### src/rtl/wb_ram_host_bridge.sv
// Wishbone classic slave that gives the management core access to the uP16
// program/data RAM and to a small control/status register pair.
module wb_ram_host_bridge #(
  parameter logic [31:0] BASE_ADDR = 32'h3000_0000,
  parameter int unsigned AW        = 10,
  parameter int unsigned DW        = 16
) (
  input  logic          wb_clk_i,
  input  logic          wb_rst_ni,
  input  logic          wbs_stb_i,
  input  logic          wbs_cyc_i,
  input  logic          wbs_we_i,
  input  logic [3:0]    wbs_sel_i,
  input  logic [31:0]   wbs_adr_i,
  input  logic [31:0]   wbs_dat_i,
  output logic          wbs_ack_o,
  output logic [31:0]   wbs_dat_o,
  output logic          mem_csb_o,
  output logic          mem_web_o,
  output logic [AW-1:0] mem_addr_o,
  output logic [DW-1:0] mem_din_o,
  input  logic [DW-1:0] mem_dout_i,
  output logic          host_mode_o,
  output logic          cpu_hold_o,
  output logic          busy_o
);

  typedef enum logic [2:0] {
    IDLE    = 3'd0,
    REG     = 3'd1,
    RAM_WR  = 3'd2,
    RAM_RD  = 3'd3,
    RAM_RDW = 3'd4,
    ACK     = 3'd5
  } state_t;

  state_t state, state_next;

  logic        live;
  logic        req;
  logic        in_window;
  logic [15:0] off_q;
  logic        we_q;
  logic [15:0] wrcnt;
  logic [31:0] reg_rdata;
  logic        unused_inputs;

  assign live      = wbs_cyc_i && wbs_stb_i;
  assign req       = live && (wbs_adr_i[31:16] == BASE_ADDR[31:16]);
  assign in_window = (wbs_adr_i[15:12] == 4'h1);
  assign busy_o    = (state != IDLE);

  assign unused_inputs = ^{wbs_sel_i, wbs_dat_i, wbs_adr_i};

  // Register-side read data, selected by the offset latched at request time.
  always_comb begin
    reg_rdata = '0;
    if (off_q == 16'h0000) begin
      reg_rdata = {30'd0, cpu_hold_o, host_mode_o};
    end else if (off_q == 16'h0004) begin
      reg_rdata = {15'd0, host_mode_o, wrcnt};
    end else if (off_q[15:12] == 4'h1) begin
      reg_rdata = 32'h0000_DEAD;
    end
  end

  // Next-state decode plus the ack/read-data bus; ack is gated by the live
  // strobe so a master that drops stb early never sees an ack.
  always_comb begin
    state_next = state;
    wbs_ack_o  = 1'b0;
    wbs_dat_o  = '0;
    case (state)
      IDLE: begin
        if (req) begin
          if (in_window && host_mode_o) begin
            if (!wbs_we_i)                 state_next = RAM_RD;
            else if (wbs_sel_i[1:0] != '0) state_next = RAM_WR;
            else                           state_next = REG;
          end else begin
            state_next = REG;
          end
        end
      end
      REG: begin
        if (live) begin
          wbs_ack_o  = 1'b1;
          if (!we_q) wbs_dat_o = reg_rdata;
          state_next = ACK;
        end else begin
          state_next = IDLE;
        end
      end
      // The RAM write ack reuses REG; its latched offset is in the window,
      // so REG has no register side effect for it.
      RAM_WR:  state_next = live ? REG : IDLE;
      RAM_RD:  state_next = live ? RAM_RDW : IDLE;
      RAM_RDW: begin
        if (live) begin
          wbs_ack_o  = 1'b1;
          wbs_dat_o  = 32'(mem_dout_i);
          state_next = ACK;
        end else begin
          state_next = IDLE;
        end
      end
      ACK:     state_next = IDLE;
      default: state_next = IDLE;
    endcase
  end

  // State register.
  always_ff @(posedge wb_clk_i or negedge wb_rst_ni) begin
    if (!wb_rst_ni) state <= IDLE;
    else            state <= state_next;
  end

  // RAM strobes are registered from the next state so they only move on edges.
  always_ff @(posedge wb_clk_i or negedge wb_rst_ni) begin
    if (!wb_rst_ni) begin
      mem_csb_o <= 1'b1;
      mem_web_o <= 1'b1;
    end else begin
      mem_csb_o <= !((state_next == RAM_WR) || (state_next == RAM_RD));
      mem_web_o <= !(state_next == RAM_WR);
    end
  end

  // RAM address/data load only when a strobe starts and hold otherwise.
  always_ff @(posedge wb_clk_i or negedge wb_rst_ni) begin
    if (!wb_rst_ni) begin
      mem_addr_o <= '0;
      mem_din_o  <= '0;
    end else begin
      if ((state_next == RAM_WR) || (state_next == RAM_RD))
        mem_addr_o <= wbs_adr_i[AW+1:2];
      if (state_next == RAM_WR)
        mem_din_o <= wbs_dat_i[DW-1:0];
    end
  end

  // Capture the request offset and direction when a request is accepted.
  always_ff @(posedge wb_clk_i or negedge wb_rst_ni) begin
    if (!wb_rst_ni) begin
      off_q <= '0;
      we_q  <= 1'b0;
    end else if (state == IDLE && req) begin
      off_q <= wbs_adr_i[15:0];
      we_q  <= wbs_we_i;
    end
  end

  // Count every issued RAM write strobe, including aborted ones.
  always_ff @(posedge wb_clk_i or negedge wb_rst_ni) begin
    if (!wb_rst_ni)            wrcnt <= '0;
    else if (state == RAM_WR)  wrcnt <= wrcnt + 16'd1;
  end

  // CTRL updates only on a completed (acked) write.
  always_ff @(posedge wb_clk_i or negedge wb_rst_ni) begin
    if (!wb_rst_ni) begin
      host_mode_o <= 1'b0;
      cpu_hold_o  <= 1'b0;
    end else if (state == REG && live && we_q && off_q == 16'h0000) begin
      host_mode_o <= wbs_dat_i[0];
      cpu_hold_o  <= wbs_dat_i[1];
    end
  end

endmodule

### config.mk
export PLATFORM = sky130hd
export DESIGN_NAME = wb_ram_host_bridge
export DESIGN_NICKNAME = d
export VERILOG_FILES = /design/src/rtl/wb_ram_host_bridge.sv
export SDC_FILE = /design/constraint.sdc
export NUM_CORES = 1
export LEC_CHECK = 0
export BUFFER_PORTS_ARGS = -buffer_cell sky130_fd_sc_hd__clkbuf_2
export CAP_MARGIN = 0
export CORE_MARGIN = 1
export CORE_UTILIZATION = 47
export CTS_BUF_LIST = sky130_fd_sc_hd__clkbuf_8
export CTS_CLUSTER_SIZE = 16
export DETAILED_ROUTE_END_ITERATION = 8
export PLACE_DENSITY = 0.81
export SYNTH_ARGS = -nofsm -noshare
export SYNTH_HDL_FRONTEND = slang
export SYNTH_SLANG_ARGS = --single-unit
### constraint.sdc
create_clock -name wb_clk_i -period 4.5 [get_ports wb_clk_i]
set_input_delay 0.225 -clock wb_clk_i [delete_from_list [all_inputs] [get_ports wb_clk_i]]
set_output_delay 0.225 -clock wb_clk_i [all_outputs]
set_load 0.02 [all_outputs]
; Word-level counts from Yosys, hierarchy flattened
; Cells that the tools add are included.
[op_classes]
addsub = 1
n_eq_ne = 10
mux = 17
n_reduce_logical = 15
[op_table]
columns = operator, count
row1 = $mux W32, 4
row2 = $pmux W32 S2, 1
row3 = $mux W16, 2
row4 = $add A16 B1 Y16 const B, 1
row5 = $eq A16 B14 Y1 const B, 1
row6 = $eq A16 B3 Y1 const B, 1
row7 = $logic_not A16 Y1, 1
row8 = $eq A3 B2 Y1 const B, 4
row9 = $mux W3, 4
row10 = $pmux W3 S4, 1
row11 = $eq A4 B1 Y1 const B, 2
row12 = $logic_and A1 B1 Y1, 7
row13 = $mux W2, 2
row14 = $eq A3 B1 Y1 const B, 1
row15 = $eq A3 B3 Y1 const B, 1
row16 = $logic_not A3 Y1, 1
row17 = $mux W1, 3
row18 = $reduce_bool A3 Y1, 1
row19 = $logic_not A1 Y1, 2
row20 = $reduce_bool A2 Y1, 1
row21 = $reduce_or A2 Y1, 1
row22 = $logic_or A1 B1 Y1, 1
[totals]
ff_bits = 66
in_bits = 89
out_inout_bits = 64
elab_cells = 53

; Longest topological paths before layout
; Gate-level depths: netlist of run 1.
[logic_depth]
depth_word = 9
depth_mapped = 7
mapped_depth_nobuf = 4

; Least setup slack after synthesis of run 1
; Ideal clock, no wire load.
[synth_timing]
kind = register to register
from = register state[0]
to = register mem_din_o[10]
setup_ns = 0.125
arrival_ns = 2.095
required_time_ns = 4.375
path_slack_ns = 2.280
path_stages_with_launch = 7
n_path_buf = 2
period_less_slack_ns = 2.220
path_cell_list = dfrtp_1 -> buf_6 -> or4_4 -> a2111oi_4 -> nand4b_4 -> buf_6 -> mux2_4
[synth_between]
elab_chain_cells = 4
elab_cells_between_ends = 9
classes_between = eq/ne: 5 / mux: 2 / reduce/logical: 2
[synth_rtl]
columns = element, line
row1 = from (decl), 37  ; state_t state, state_next;
row2 = from (signal assigned), 115  ; else state <= state_next;
row3 = $eq A3 B1 Y1 or $eq A3 B3 Y1 (tied branches), 73  ; case (state)
row4 = $reduce_or A2 Y1 (no source line), --
row5 = $pmux W3 S4 *, 73
row6 = $eq A3 B2 Y1 *, 137  ; if (state_next == RAM_WR)
row7 = to (signal assigned), 138  ; mem_din_o <= wbs_dat_i[DW-1:0];
row8 = to (decl), 21  ; output logic [DW-1:0] mem_din_o,
; Every way passes the cells marked *; elsewhere a longest branch is shown, timed or not.
; A chain may end at the register's enable or synchronous reset.

; Worst setup path after layout of run 1
[layout_timing]
from = register state[1]
to = register off_q[4]
[layout_between]
elab_chain_cells = 2
[layout_rtl]
columns = element, line
row1 = $logic_not A3 Y1, 147  ; end else if (state == IDLE && req) begin
row2 = $logic_and A1 B1 Y1, 147
row3 = to (signal assigned), 148  ; off_q <= wbs_adr_i[15:0];
row4 = to (decl), 42  ; logic [15:0] off_q;
; Every way passes these cells.

==> impl_metrics.csv, run 1 <==
group,metric,value,unit
global_route,first_global_vias,2427,
synth,yosys-mux-area-fraction,17.1,%
floorplan,dieArea,7300,um2
critical_path,critPathTopFamily,"simple AND/OR/NAND/NOR gates",
synth,synth_edf_count,0,
run,max-cap-violations,0,
synth,synth_area_leaders,"dfrtp_1, mux2_2, mux2_4",
timing,relSlewSlack,44.3,%
power_and_ir_drop,p_leak,2.30,nW
clock_network,htree_num_levels,3,
drt,drt_iter0_markers,137,
global_route,grt_pass1_wl,11400,um
critical_path,slowest_stage,"nor2_2",
drt,ant_nets,0,
clock_network,cts_tree,"built",
placed_design,routabilityCongestion,0.791,
final_layout,synthToLayoutAreaGrowth,23.4,%
drt,num_vias,2451,
timing,max_freq,361,MHz
clock_network,clockBufferDepth,2,
synth,synthDistinctLibCells,42,
final_layout,mostFrequentLayoutCell,"clkbuf_2",
drt,drc_errors,0,
critical_path,critical_path_class,"reg2reg",
synth,synth_top_family_by_area,"multiplexers",
synth,ys.warnings.count,0,
clock_network,cts_buffers,9,
critical_path,r2r_slack,1730,ps
power_and_ir_drop,p_total,1.11,mW
placed_design,io_buffer_count,119,
placed_design,dp_hpwl,5150,um
global_route,antenna_found_initial,0,
run_status,status,"complete, no violations",
clock_network,cts_setup_buffers,0,
final_layout,final-seq-area,1650,um2
synth,synth_top_area_share,48.9,%
final_layout,antenna_cells,0,
clock_network,clock_sinks,66,
clock_network,cts_hold_buf,0,
final_layout,layout-drive-gt1-share,48.6,%
timing,tns,0,ps
critical_path,crit_fanout,17,
drt,routed_wl,6930,um
clock_network,clk_pin_slew,80,ps
floorplan,die_h,85.5,um
global_route,overflow,0,
critical_path,worst_r2r_endpoint,"off_q[4]",
final_layout,final.fill_count,568,
synth,syn_area,3270,um2
synth,synth_compound_area_share,6.30,%
power_and_ir_drop,peakVddDrop,0.190,mV
critical_path,rr_worst_depth,4,
clock_network,clkLatencyLatePin,340,ps
final_layout,most-common-layout-cells,"clkbuf_2, dfrtp_1, mux2_2",
drt,drt-wirelength-per-cell,14.5,um
timing,period_needed,2770,ps
synth,synth_flop_cell,"dfrtp_1",
synth,synth_xor_area_share,4.28,%
synth,seq_area_frac_synth,50.5,%
timing,rsz0062_at_grt,"false",
timing,period_share,61.6,%
global_route,grt.total_usage,20.5,%
timing,finalSetupViolCount,0,
synth,synth.avg_cell_area,12.0,um2
synth,synth_top_area_cell,"dfrtp_1",
critical_path,path_cells,"and3b_1 > nand4_1 > nor2_2 > mux2_2",
clock_network,ctsRootBufferMaster,"clkbuf_8",
power_and_ir_drop,powerDensity,274,nW/um2
critical_path,start_kind,"register",
synth,synth_adder_area_share,0.382,%
drt,via_per_inst,5.14,
critical_path,arrival,2990,ps
timing,final-hold-violation-count,0,
drt,firstDrtPassIters,4,
timing,maxSlewViolCount,0,
floorplan,row_count,30,
critical_path,path_buf_inv,0,
synth,ys_seq_elements,66,
timing,skew,11.7,ps
timing,whs,51.1,ps
final_layout,multi_input_area,1480,um2
min_path,hold_path.class,"in2async",
critical_path,worstPathRequired,4720,ps
floorplan,core,6760,um2
clock_network,cts-resized-gates,0,
final_layout,nNetsFinal,483,
critical_path,cpPeakStageDelay,760,ps
synth,synthArstFlopShare,100,%
synth,synth_cells,274,
critical_path,crit_path_end_kind,"register",
timing,tightest_slew,834,ps
global_route,grt_max_degree,67,
floorplan,start_util,48.5,%
critical_path,reg2reg_from,"state[1]",
floorplan,ios,153,
floorplan,die_w,85.5,um
synth,synthSimpleGateAreaFrac,15.4,%
-- final cells by class --
type                    instances  area share (%)
flip-flops and latches         66            40.9
multi-input cells             191            36.7
repair buffers                121            15.1
clock buffers                  11            3.75
well taps                      80            2.48
clock inverters                 4           0.681
inverters                       4           0.372
-- per-layer routing --
layer  GRT usage [%]  routed length, um
met5               0                  0
met4            9.85                153
met3            5.06                395
met2            32.4               3290
met1            26.7               3090
-- flip-flops by register name, summed over array words and instances (netlist names) --
name	flops
mem_addr_o	10
cpu_hold_o	1
state	3
host_mode_o	1
wrcnt	16
mem_web_o	1
mem_din_o	16
mem_csb_o	1
we_q	1
off_q	16
-- power by group --
part           leakage (nW)  internal, mW  switching (mW)
clock                0.0834         0.226           0.223
sequential            0.916         0.593       0.0000176
combinational          1.30        0.0254          0.0385
-- synthesized netlist by cell type (5+ instances only) --
| cell type | n |
|---|---|
| dfrtp_1 | 64 |
| mux2_2 | 36 |
| nand2_1 | 27 |
| buf_4 | 15 |
| nand3_1 | 12 |
| a21o_1 | 10 |
| xnor2_1 | 10 |
| mux2_4 | 9 |
| nand4_1 | 8 |
| clkbuf_1 | 7 |
| nor4_1 | 6 |
| xor2_1 | 6 |
| nor2_1 | 5 |
| nor3_1 | 5 |
-- cells by family (layout without fill, tap and decap cells) --
logic type | count (synthesis) | after routing
mux | 47 | 47
buf+inv | 31 | 140
xor+xnor | 16 | 16
fa+ha+maj | 1 | 1
other cells | 1 | 15
flops | 66 | 66
compound gates | 23 | 23
simple gates | 89 | 89
-- per-stage QoR --
| stage | setup slack (ps) | cell area (um2) | util (%) | std cells |
|---|---|---|---|---|
| floorplan | 2280 | 3330 | - | 288 |
| global placement | 1780 | 3860 | 57.1 | 462 |
| CTS | 1690 | 4040 | 59.8 | 477 |
| finish | 1730 | 4040 | 59.8 | 477 |
| detailed placement | 1710 | 3860 | 57.1 | 462 |
| global route | 1500 | 4040 | 59.8 | 477 |
-- worst max path at each step --
stage	from	end	slack [ps]	cells past startpoint
final	state[1]	off_q[4]	1730	4
after global routing	state[1]	mem_addr_o[3]	1500	4
after CTS	state[1]	mem_addr_o[3]	1690	4
after detailed placement	state[1]	mem_addr_o[3]	1710	4
after global placement	state[1]	mem_addr_o[5]	1780	4
after floorplan	state[0]	mem_din_o[10]	2280	6
Note: power is estimated with default switching activity, not from simulation.
==> run 2, diff against run 1 <==
--- a/config.mk
+++ b/config.mk
@@ -8,11 +8,11 @@
 export BUFFER_PORTS_ARGS = -buffer_cell sky130_fd_sc_hd__clkbuf_2
 export CAP_MARGIN = 0
 export CORE_MARGIN = 1
-export CORE_UTILIZATION = 47
+export CORE_UTILIZATION = 44
 export CTS_BUF_LIST = sky130_fd_sc_hd__clkbuf_8
 export CTS_CLUSTER_SIZE = 16
 export DETAILED_ROUTE_END_ITERATION = 8
-export PLACE_DENSITY = 0.81
+export PLACE_DENSITY = 0.79
 export SYNTH_ARGS = -nofsm -noshare
 export SYNTH_HDL_FRONTEND = slang
 export SYNTH_SLANG_ARGS = --single-unit
==> constraint.sdc (replaced) <==
create_clock -name wb_clk_i -period 2.3 [get_ports wb_clk_i]
set_input_delay 0.115 -clock wb_clk_i [delete_from_list [all_inputs] [get_ports wb_clk_i]]
set_output_delay 0.115 -clock wb_clk_i [all_outputs]
set_load 0.02 [all_outputs]
==> impl_metrics.csv, run 2 (same netlist as run 1, synthesis figures left out) <==
group,metric,value,unit
final_layout,antenna_cells,0,
global_route,antenna_found_initial,0,
drt,wl_met2,3770,um
clock_network,cts_buffers,9,
critical_path,endpoint,"wbs_dat_o[3]",
timing,finalSetupViolCount,0,
placed_design,routabilityCongestion,0.776,
critical_path,critPathTopFamily,"simple AND/OR/NAND/NOR gates",
floorplan,ios,153,
placed_design,dp.cells,490,
drt,dr.max_layer_used,"met4",
drt,routed_wl,7540,um
final_layout,utilization,59.3,%
floorplan,die_w,88.3,um
power_and_ir_drop,peakVddDrop,0.453,mV
power_and_ir_drop,p_leak,2.42,nW
timing,tightest_slew,815,ps
clock_network,clock_sinks,66,
critical_path,rr_worst_depth,5,
floorplan,start_util,45.4,%
run_status,status,"complete, no violations",
drt,drt_iter0_markers,45,
critical_path,path_buf_inv,2,
timing,rsz0062_at_grt,"false",
critical_path,cpPeakStageDelay,410,ps
critical_path,r2r_slack,170,ps
final_layout,layout-drive-gt1-share,51.2,%
timing,maxSlewViolCount,0,
timing,whs,16.6,ps
critical_path,crit_fanout,7,
final_layout,most-common-layout-cells,"clkbuf_2, dfrtp_1, mux2_2",
floorplan,die_h,88.3,um
timing,period_needed,2170,ps
global_route,grt_max_degree,67,
critical_path,cp-startpoint,"off_q[13]",
clock_network,clk_pin_slew,70,ps
clock_network,cts_tree,"built",
drt,num_vias,2543,
floorplan,row_count,31,
clock_network,clockBufferDepth,2,
drt,dr_wl_met3,372,um
clock_network,htree_num_levels,3,
critical_path,arrival,2050,ps
final_layout,biggestRegsByFlops,"mem_din_o: 16 flops, off_q: 16 flops, wrcnt: 16 flops",
drt,via_per_inst,4.98,
critical_path,slowest_stage,"nor3_1",
drt,drt-wirelength-per-cell,14.8,um
timing,skew,9.41,ps
final_layout,final.fill_count,599,
floorplan,core,7210,um2
timing,final.setup.worst_slack,132,ps
timing,tns,0,ps
drt,drc_errors,0,
global_route,overflow,0,
timing,final-hold-violation-count,0,
min_path,hold_path.class,"in2reg",
global_route,grt_pass1_wl,11800,um
floorplan,dieArea,7790,um2
final_layout,nNetsFinal,497,
critical_path,worst_r2r_endpoint,"mem_din_o[9]",
run,max-cap-violations,0,
clock_network,clkLatencyLatePin,330,ps
placed_design,dp_hpwl,5420,um
critical_path,path_cells,"nor3_1 > nand3_2 > nor3_4 > buf_4 > a21o_1 > clkbuf_2",
critical_path,crit_path_end_kind,"primary output",
drt,wl_met1,3220,um
critical_path,start_kind,"register",
global_route,grt.total_usage,20.3,%
timing,period_share,94.3,%
drt,ant_nets,0,
critical_path,cp.depth,6,
final_layout,synthToLayoutAreaGrowth,30.8,%
critical_path,reg2reg_from,"state[0]",
clock_network,ctsRootBufferMaster,"clkbuf_8",
drt,firstDrtPassIters,4,
final_layout,mostFrequentLayoutCell,"clkbuf_2",
timing,relSlewSlack,45.7,%
final_layout,final_cells,511,
timing,max_freq,461,MHz
placed_design,pre_cts_ws,180,ps
global_route,first_global_vias,2543,
placed_design,io_buffer_count,119,
power_and_ir_drop,powerDensity,546,nW/um2
critical_path,worstPathRequired,2180,ps
critical_path,critical_path_class,"reg2out",
-- run 2: cell count changes in the layout (fill, tap and decap cells not counted), moves of 2 or more --
cell,previous run,this run
buf_4,2,10
buf_6,0,2
clkbuf_8,11,13
dlygate4sd3_1,0,3
nor4_1,6,3
nor4_2,0,3
-- run 2: routing by layer --
metal / vias up / global-route usage, %
met2: 93 / 33.8
met1: 1233 / 25.2
met4: 0 / 10.3
met5: - / 0
met3: 13 / 3.82
li1: 1204 / -
-- run 2: how the worst min path moves through the flow --
stage	from	end	slack, ps	cells past startpoint
after global routing	wbs_dat_i[2]	mem_din_o[2]	0.8	2
after detailed placement	wb_rst_ni	off_q[7]	340	2
after floorplan	wb_rst_ni	cpu_hold_o	-180	0
final	wbs_dat_i[2]	mem_din_o[2]	20	2
after CTS	wbs_dat_i[2]	mem_din_o[2]	2	2
after global placement	wb_rst_ni	mem_addr_o[7]	330	2
-- run 2: where the power goes --
group          switching, mW  internal (mW)
Clock                  0.425          0.619
Combinational         0.0776         0.0559
Sequential         0.0000468           1.16
-- run 2: per-stage QoR --
stage	area, um2	total power, mW
floorplan	3330	1.24
global placement	3970	1.31
detailed placement	3970	1.31
CTS	4220	2.36
global route	4280	2.42
finish	4280	2.34
-- run 2: layout make-up --
class	count	area, um2	area share [%]
Timing Repair Buffer	135	743	17.4
Clock buffer	13	179	4.18
Multi-Input combinational cell	191	1520	35.5
Clock inverter	3	45.0	1.05
Sequential cell	66	1650	38.6
Inverter	4	15.0	0.351
Tap cell	99	124	2.89
-- run 2: what timing repair did --
| item | 4_1_cts | 5_1_grt |
|---|---|---|
| endpoints found under the setup margin | 0 | 16 |
| resized for setup | 0 | 14 |
| buffers inserted | 0 | 1 |
| endpoints found under the hold margin | 60 | 0 |
| hold buffers | 3 | 0 |
